File: config.mk
export PLATFORM = sky130hd
export DESIGN_NAME = alu_arb_ctrl
export DESIGN_NICKNAME = d
export VERILOG_FILES = /design/src/rtl/alu_arb_ctrl.sv
export SDC_FILE = /design/constraint.sdc
export NUM_CORES = 1
export LEC_CHECK = 0
export CORE_MARGIN = 3
export CORE_UTILIZATION = 38
export CTS_CLUSTER_SIZE = 8
export DETAILED_ROUTE_END_ITERATION = 7
export HOLD_SLACK_MARGIN = 0.02
export PLACE_DENSITY = 0.9
export SYNTH_ARGS = -nofsm -noshare
export SYNTH_HDL_FRONTEND = slang
export SYNTH_SLANG_ARGS = --single-unit
export TNS_END_PERCENT = 20
File: constraint.sdc
create_clock -name clk -period 1.4 [get_ports clk]
set_input_delay 0.14 -clock clk [delete_from_list [all_inputs] [get_ports clk]]
set_output_delay 0.14 -clock clk [all_outputs]
set_load 0.1 [all_outputs]
File: src/rtl/alu_arb_ctrl.sv
// Round-robin arbiter/sequencer for the shared 8-bit ALU: accept, issue for one cycle, then respond.
// Optional saturating statistics counters are built when ALU_ARB_STATS_EN is defined.
module alu_arb_ctrl #(
    parameter int CNT_W = 16
) (
    input  logic             clk,
    input  logic             rst,
    input  logic             req0_valid,
    output logic             req0_ready,
    input  logic [3:0]       req0_opcode,
    input  logic [7:0]       req0_a,
    input  logic [7:0]       req0_b,
    input  logic             req0_cin,
    input  logic             req1_valid,
    output logic             req1_ready,
    input  logic [3:0]       req1_opcode,
    input  logic [7:0]       req1_a,
    input  logic [7:0]       req1_b,
    input  logic             req1_cin,
    output logic [7:0]       alu_a,
    output logic [7:0]       alu_b,
    output logic             alu_cin,
    output logic [3:0]       alu_opcode,
    output logic             alu_en,
    input  logic [7:0]       alu_out,
    input  logic             alu_cout,
    output logic             rsp_valid,
    input  logic             rsp_ready,
    output logic             rsp_id,
    output logic [7:0]       rsp_out,
    output logic             rsp_cout,
    output logic             rsp_zero,
    output logic             rsp_err,
`ifdef ALU_ARB_STATS_EN
    output logic [CNT_W-1:0] stat_ops0,
    output logic [CNT_W-1:0] stat_ops1,
    output logic [CNT_W-1:0] stat_err,
`endif
    output logic [1:0]       fsm_state
);

    // Debug encoding on fsm_state: 0 = IDLE, 1 = ISSUE, 2 = RESP.
    typedef enum logic [1:0] {
        IDLE  = 2'd0,
        ISSUE = 2'd1,
        RESP  = 2'd2
    } state_t;

    state_t state, state_nxt;
    logic   last_id;
    logic   grant0, grant1, accept;
    logic   legal, arith;

    // Handshakes (all channels): a transfer happens in a cycle where valid && ready are both high;
    // ready never depends on anything but state, the valids and the round-robin pointer.
    always_comb begin
        grant0 = 1'b0;
        grant1 = 1'b0;
        if (req0_valid && req1_valid) begin
            grant0 = last_id;
            grant1 = !last_id;
        end else begin
            grant0 = req0_valid;
            grant1 = req1_valid;
        end
    end

    assign req0_ready = (state == IDLE) && grant0;
    assign req1_ready = (state == IDLE) && grant1;
    assign accept     = (req0_valid && req0_ready) || (req1_valid && req1_ready);

    // Opcode bit 2 marks legal ops, bit 3 separates arithmetic from logic.
    assign legal     = alu_opcode[2];
    assign arith     = alu_opcode[3];
    assign alu_en    = (state == ISSUE) && legal;
    assign rsp_valid = (state == RESP);
    assign fsm_state = state;

    always_comb begin
        state_nxt = state;
        case (state)
            IDLE:    if (accept) state_nxt = ISSUE;
            ISSUE:   state_nxt = RESP;
            RESP:    if (rsp_ready) state_nxt = IDLE;
            default: state_nxt = IDLE;
        endcase
    end

    always_ff @(posedge clk) begin
        if (rst) begin
            state      <= IDLE;
            last_id    <= 1'b1;
            alu_a      <= 8'd0;
            alu_b      <= 8'd0;
            alu_cin    <= 1'b0;
            alu_opcode <= 4'd0;
            rsp_id     <= 1'b0;
            rsp_out    <= 8'd0;
            rsp_cout   <= 1'b0;
            rsp_zero   <= 1'b0;
            rsp_err    <= 1'b0;
        end else begin
            state <= state_nxt;
            if (accept) begin
                alu_a      <= grant1 ? req1_a      : req0_a;
                alu_b      <= grant1 ? req1_b      : req0_b;
                alu_cin    <= grant1 ? req1_cin    : req0_cin;
                alu_opcode <= grant1 ? req1_opcode : req0_opcode;
                rsp_id     <= grant1;
                last_id    <= grant1;
            end
            if (state == ISSUE) begin
                rsp_err <= !legal;
                if (legal) begin
                    rsp_out  <= alu_out;
                    rsp_cout <= arith && alu_cout;
                    rsp_zero <= (alu_out == 8'd0);
                end else begin
                    rsp_out  <= 8'd0;
                    rsp_cout <= 1'b0;
                    rsp_zero <= 1'b1;
                end
            end
        end
    end

`ifdef ALU_ARB_STATS_EN
    logic rsp_fire;
    assign rsp_fire = rsp_valid && rsp_ready;

    always_ff @(posedge clk) begin
        if (rst) begin
            stat_ops0 <= '0;
            stat_ops1 <= '0;
            stat_err  <= '0;
        end else if (rsp_fire) begin
            if (!rsp_id && (stat_ops0 != '1)) stat_ops0 <= stat_ops0 + 1'b1;
            if (rsp_id && (stat_ops1 != '1))  stat_ops1 <= stat_ops1 + 1'b1;
            if (rsp_err && (stat_err != '1))  stat_err  <= stat_err + 1'b1;
        end
    end
`endif

endmodule

# Yosys cells after proc, flatten, opt, wreduce, memory -nomap -nowiden
# Cells that the tools add are included.
[word_totals]
register_bits = 36
in_bits = 56
output_inout_bits = 39
elab_cells = 40
[op_classes]
n_eq_ne = 4
muxes = 12
reduce_logical = 13
[ops]
columns = ["cell", "n"]
rows = [
  ["2-to-1 mux 8 bit", 3],
  ["zero test 8 bit", 1],
  ["logical AND 1 bit", 7],
  ["one-hot mux 2 bit (3 select lines)", 1],
  ["2-to-1 mux 1 bit", 5],
  ["2-to-1 mux 2 bit", 2],
  ["2-to-1 mux 4 bit", 1],
  ["== test 2 x 1 -> 1 bit (second input constant)", 1],
  ["== test 2 bit (second input constant)", 1],
  ["zero test 1 bit", 2],
  ["zero test 2 bit", 1],
  ["!= test 2 x 1 -> 1 bit (second input constant)", 1],
  ["!= test 2 bit (second input constant)", 1],
  ["AND reduction 2 bit", 1],
  ["logical OR 1 bit", 1],
]

# Longest topological paths before layout
# Gate-level depths: netlist (run 1).
[depth]
word_depth = 7
mapped_depth = 4
ltp_nobuf = 3

# Worst setup path after synthesis (run 1)
# Ideal clock, no wire load.
[synth_path]
path_kind = "reg2out"
startpoint = "reg state[1], in the netlist fsm_state[1]"
endpoint = "out req1_ready"
arrival_time_ns = 2.910
t_required_ns = 1.260
slack_ns = -1.650
path_stages_with_launch = 2
path_buffers = 0
cell_sequence = "dfxtp_1 -> nor3_1"
[synth_via]
elab_chain_len = 2
[synth_rtl]
columns = ["element", "line_no", "source"]
rows = [
  ["from (decl)", "49", "state_t state, state_nxt;"],
  ["from (signal assigned)", "103", "state <= state_nxt;"],
  ["zero test 2 bit", "69", "assign req1_ready = (state == IDLE) && grant1;"],
  ["logical AND 1 bit", "69", ""],
  ["to (decl)", "15", "output logic req1_ready,"],
]
# No other way between the ends.

# Final worst setup path (run 1)
[layout_path]
startpoint = "reg state[1], in the netlist fsm_state[1]"
endpoint = "out req0_ready"
[layout_via]
elab_chain_len = 2
[layout_rtl]
columns = ["element", "line_no", "source"]
rows = [
  ["zero test 2 bit", "68", "assign req0_ready = (state == IDLE) && grant0;"],
  ["logical AND 1 bit", "68", ""],
  ["to (decl)", "9", "output logic req0_ready,"],
]
# No other way between the ends.

==> reports/results.txt, run 1 <==
grt ovf = 0
Net Sw Frac = 42.63%
WP data required = 1.26 ns
final antenna-violating net count = 0
Comb pwr share = 49.5%
final hold vios = 0
cells taking the most area after synthesis = dfxtp_1, a311oi_2, nand2_1
via count = 1,869
first-pass iteration count of the detailed router = 4
All-Layer GR Usage = 22.21%
buffers and inverters on the worst path = 1
DRC viols = 0
worst r2r src = fsm_state[0]
Post-synth EDFFs = 0
register area share after synthesis = 43.41%
Clock Sinks = 36
vias per inst = 5.563
die area = 5198 µm²
WHS Path Cells = 2
Synth top cells by count = nand2_1, dfxtp_1, a21oi_1
Simple-Gate Fraction of Synth Area = 18.69%
Pleak = 1.273 nW
crit start category = register
Max VDD drop = 950.4 µV
vias in the first global route = 1,870
Final Skew = 0.004131 ns
Skew-Pair Late Insertion Delay = 0.29 ns
Int Power = 2.232 mW
area fraction of the dominant cell type after synthesis = 43.41%
Slew headroom = 73.92%
Max Fanout on Critical Path = 4
first-pass GRT wire length = 8963 µm
worst hold-check path type = in -> reg
largest net degree at the start of global routing = 23
critical path data arrival time = 1.41 ns
Port-buffer cells = 94
RD Place Congestion = 0.8478
chip height = 72.10 µm
Iter 0 DRT Violations = 87
total wire length = 6325 µm
dpl hpwl = 4046 µm
post-layout worst setup margin = -0.1490 ns
fin crit share = 110.6%
critical-path cell list = or3b_4, nor2_4, buf_12
NetSw = 1.659 mW
Synth Register Bits = 36
# diodes = 0
Core Region = 4115 µm²
area grow syn2layout = 98.49%
FF-to-FF setup slack = -0.05 ns
Crit path largest cell delay = 0.43 ns
clock share of power = 18.5%
multiplexer share of the synthesized area = 0%
row cnt = 23
clk slew on worst S/H paths = 0.07 ns
Yosys top cell by area = dfxtp_1
most common cell in the netlist = nand2_1
status = finished with violations
slew at the pin closest to its max-slew limit = 0.3911 ns
Final Critical Period = 1.549 ns
Crit. Startpoint = fsm_state[1]
critical hold path startpoint = rst
Synth Area in Compound Gates = 32.48%
R2R cell count = 5
delay-heaviest family, CP = simple AND/OR/NAND/NOR gates
Post-Syn Area = 1660 µm²
Syn Nets = 237
syn avg cell area = 9.173 µm²
IO Pins = 95
PwrDens = 1181 nW/µm²
Reg-to-Reg End = alu_opcode[3]
Yosys warning total = 0
WL per Instance = 18.82 µm
Cells after Synth = 181
fin. max-slew vios = 0
failing checks = negative setup slack
Layout Nets = 341
xor and xnor area share after synthesis = 0%
adder-cell share of the synthesized area = 0%
critical path class = reg -> out
Finished Cell Area = 3296 µm²
layout cells sized above 1 = 34.27%
Initial Utilization = 40.35%
Max H-tree Level = 2
CTS tree = built
initial antenna violation count = 0
largest family of logic cells by synthesized area = compound AO/OA/AOI/OAI gates
Critical Path End Type = output port
fmax = 0.6456 GHz
ys flop type = dfxtp_1
CP max-delay cell = or3b_4
Placed Area = 3099 µm²
CTS Buf Count = 5
Synth cell types = 26
sequential power share = 32.0%
Worst Hold End = rsp_out[5]
Post-Place Worst Slack = -0.2831 ns
Final setup viols = 3
Horiz. Die Dim = 72.10 µm
FFs w/ async S/R, synth = 0%
RSZ-0062 raised after global routing = yes
max_cap viols = 0
Root Driver = clkbuf_8
maximum clock path buffer count = 2
-- kinds of logic (layout without fill, tap and decap cells) --
group / after synthesis / count (layout)
AO/OA/AOI/OAI: 58 / 59
buffers and inverters: 16 / 119
flip-flops: 36 / 36
AND/OR/NAND/NOR: 71 / 72
-- registers in the layout, indices dropped and copies added, names as in the netlist --
signal	cells
rsp_out	8
fsm_state	2
alu_a	8
rsp_cout	1
alu_opcode	4
rsp_id	1
alu_cin	1
last_id	1
rsp_err	1
alu_b	8
rsp_zero	1
-- cell type report --
cell class / instances / area [µm²]
Clock inverter: 1 / 5.005
Clock buffer: 7 / 76.32
Timing Repair Buffer: 111 / 1501
Tap cell: 50 / 62.56
Sequential cell: 36 / 733.2
Fill cell: 247 / 819.5
Multi-Input combinational cell: 131 / 917.1
-- worst max-delay path by stage --
stage	endpoint	slack (ns)	cells after the start
after floorplan	req1_ready	-0.18	3
after global placement	alu_opcode[0]	-0.18	4
after detailed placement	alu_a[5]	-0.28	4
after CTS	req0_ready	-0.13	3
after global routing	req0_ready	-0.17	3
final	req0_ready	-0.15	3
-- routing by layer --
layer  up-vias  global-route usage (%)  share of wire (%)  wire length, µm
met5         -                       0                  0                0
met4         0                   7.516                2.5              155
met3        14                   5.402                7.7              489
met2        99                   40.85                 53             3321
met1       892                   24.74                 37             2359
li1        864                       -                  -                -
-- layout by cell type, fill, tap and decap left out, drive strengths merged --
master / n
dfxtp: 36
a22oi: 9
clkinv: 1
and3b: 1
or3b: 1
nor3: 3
buf: 56
nor2b: 4
dlygate4sd2: 1
dlymetal6s2s: 1
a21boi: 2
nand2: 43
a21oi: 23
clkbuf: 8
a2111oi: 1
nand4: 1
nor2: 13
nor4: 1
a21bo: 2
and2: 2
a311oi: 21
a221o: 1
or2: 1
nand2b: 2
clkdlybuf4s50: 52
-- power by group through the flow --
| stage | Sequential [mW] | Combinational, mW | Clock [mW] |
|---|---|---|---|
| global route | 1.26 | 1.99 | 0.778 |
| CTS | 1.24 | 1.88 | 0.738 |
| finish | 1.25 | 1.93 | 0.718 |
| detailed placement | 1.27 | 1.84 | 0 |
| global placement | 1.27 | 1.81 | 0 |
| floorplan | 1.90 | 0.462 | 0 |
-- worst reg2reg max path, delay by kind of cell, from the launching register on --
family | cells | cell delay (ns)
AO/OA/AOI/OAI | 2 | 0.45
flip-flops | 1 | 0.37
buffers and inverters | 2 | 0.38
AND/OR/NAND/NOR | 1 | 0.16
-- repair_timing --
| item | 4_1_cts | 5_1_grt |
|---|---|---|
| resized for setup | 5 | 4 |
| cloned | 0 | 3 |
| endpoints found under the setup margin | 3 | 23 |
| pin swaps | 1 | 1 |
| endpoints found under the hold margin | 0 | 0 |
| setup buffers | 4 | 2 |
| hold buffers | 0 | 0 |
-- through the flow --
step           hold slack, ns  instances  total power, mW  utilization, %  TNS (ns)
6_report               0.2163        336            3.891           80.09   -0.2038
5_1_grt                0.2427        336            4.026           80.09   -0.2845
4_1_cts                0.2160        331            3.855           78.38   -0.2729
3_5_place_dp           0.4894        319            3.115           75.31    -5.509
3_3_place_gp           0.4816        319            3.081           75.31    -4.090
2_1_floorplan          0.2358        181            2.364               -   -0.4701
Note: power is estimated with default switching activity, not from simulation.
==> run 2, diff against run 1 <==
Settings changed: SKIP_LAST_GASP set to 1.
==> reports/results.txt, run 2 (same netlist as run 1, synthesis figures left out) <==
Max Fanout on Critical Path = 4
RSZ-0062 raised after global routing = yes
Top Registers = alu_a x8, alu_b x8, rsp_out x8
most common cell after layout, fill and taps aside = clkdlybuf4s50_1
total wire length = 6207 µm
critical hold path startpoint = rst
fin. max-slew vios = 0
fill cell count = 251
clk slew on worst S/H paths = 0.07 ns
worst hold-check path type = in -> reg
vias in the first global route = 1,851
All-Layer GR Usage = 22.24%
Critical Path End Type = output port
status = finished with violations
layout cells sized above 1 = 33.92%
Critical Path Stages = 3
worst r2r src = fsm_state[0]
Clock Sinks = 36
Skew-Pair Late Insertion Delay = 0.29 ns
max_cap viols = 0
WL per Instance = 18.47 µm
DRC viols = 0
Tot Pwr = 3.887 mW
fin crit share = 109.8%
Initial Utilization = 40.35%
Pleak = 1.270 nW
Layout Nets = 341
IO Pins = 95
largest net degree at the start of global routing = 23
Core Region = 4115 µm²
grt ovf = 0
WP data required = 1.26 ns
Max H-tree Level = 2
final hold vios = 0
first-pass GRT wire length = 8942 µm
critical-path cell list = or3b_4, nor2_4, buf_12
WHS Path Cells = 2
delay-heaviest family, CP = simple AND/OR/NAND/NOR gates
Reg-to-Reg End = alu_b[7]
setup_tns = -0.1752 ns
Horiz. Die Dim = 72.10 µm
slew at the pin closest to its max-slew limit = 0.3895 ns
CTS tree = built
critical path data arrival time = 1.40 ns
final antenna-violating net count = 0
row cnt = 23
PwrDens = 1182 nW/µm²
Final Skew = 0.003238 ns
Iter 0 DRT Violations = 126
# diodes = 0
FF-to-FF setup slack = 0.04 ns
Max VDD drop = 979.2 µV
Crit path largest cell delay = 0.43 ns
die area = 5198 µm²
Worst Hold End = rsp_out[5]
commonest cells after routing, fill and taps aside = clkdlybuf4s50_1, nand2_1, buf_12
Final Critical Period = 1.537 ns
Port-buffer cells = 94
chip height = 72.10 µm
post-layout worst setup margin = -0.1372 ns
cts hold-fix bufs = 0
failing checks = negative setup slack
RD Place Congestion = 0.8478
buffers and inverters on the worst path = 1
via count = 1,875
vias per inst = 5.580
CTS Buf Count = 5
fmax = 0.6505 GHz
Root Driver = clkbuf_8
R2R cell count = 4
critical path class = reg -> out
first-pass iteration count of the detailed router = 4
crit start category = register
dpl hpwl = 4046 µm
Final setup viols = 2
initial antenna violation count = 0
CP max-delay cell = or3b_4
maximum clock path buffer count = 2
Slew headroom = 74.03%
area grow syn2layout = 98.12%
[run 2: where the power goes]
part / internal [mW] / switching (mW)
sequential: 1.13 / 0.120
clock: 0.349 / 0.374
combinational: 0.753 / 1.16
[run 2: worst max path at each step]
| stage | slack [ns] | from | end |
|---|---|---|---|
| finish | -0.14 | fsm_state[1] | req0_ready |
| global route | -0.16 | fsm_state[1] | req0_ready |
| CTS | -0.13 | fsm_state[1] | req0_ready |
| detailed placement | -0.28 | req0_valid | alu_a[5] |
| global placement | -0.18 | req0_valid | alu_opcode[0] |
| floorplan | -0.18 | last_id | req1_ready |
[run 2: metal layers]
metal | global-route usage (%) | up-vias | routed length (µm)
met5 | 0 | - | 0
met4 | 7.933 | 0 | 154
met3 | 5.817 | 18 | 390
met2 | 40.85 | 89 | 3228
li1 | - | 862 | -
met1 | 24.40 | 906 | 2433
[run 2: timing repair]
item	4_1_cts	5_1_grt
setup endpoints to repair	3	25
setup buffers	4	2
resized for setup	3	3
cloned	0	3
pin swaps	0	2
[run 2: area by class of cell]
class                           instances  area (µm²)  share of cell area, %
Timing Repair Buffer                  111        1498                  45.53
Sequential cell                        36       732.0                  22.25
Clock buffer                            7       76.32                  2.320
Multi-Input combinational cell        131       915.9                  27.84
Clock inverter                          1       5.005                 0.1521
Tap cell                               50       62.56                  1.902
[run 2: worst register-to-register path, delay by kind of cell, from the launching register on]
family | cells | cell delay (ns)
buffers and inverters | 1 | 0.18
AND/OR/NAND/NOR | 2 | 0.53
flip-flops | 1 | 0.36
AO/OA/AOI/OAI | 1 | 0.15
[run 2: through the flow]
stage	cells	setup WS [ns]	hold slack [ns]	util, %	cell area (µm²)
6_report	336	-0.1372	0.2241	79.93	3289
3_3_place_gp	319	-0.1816	0.4816	75.31	3099
5_1_grt	336	-0.1637	0.2470	79.93	3289
2_1_floorplan	181	-0.1824	0.2358	-	1707
4_1_cts	331	-0.1320	0.2160	78.17	3217
3_5_place_dp	319	-0.2831	0.4894	75.31	3099
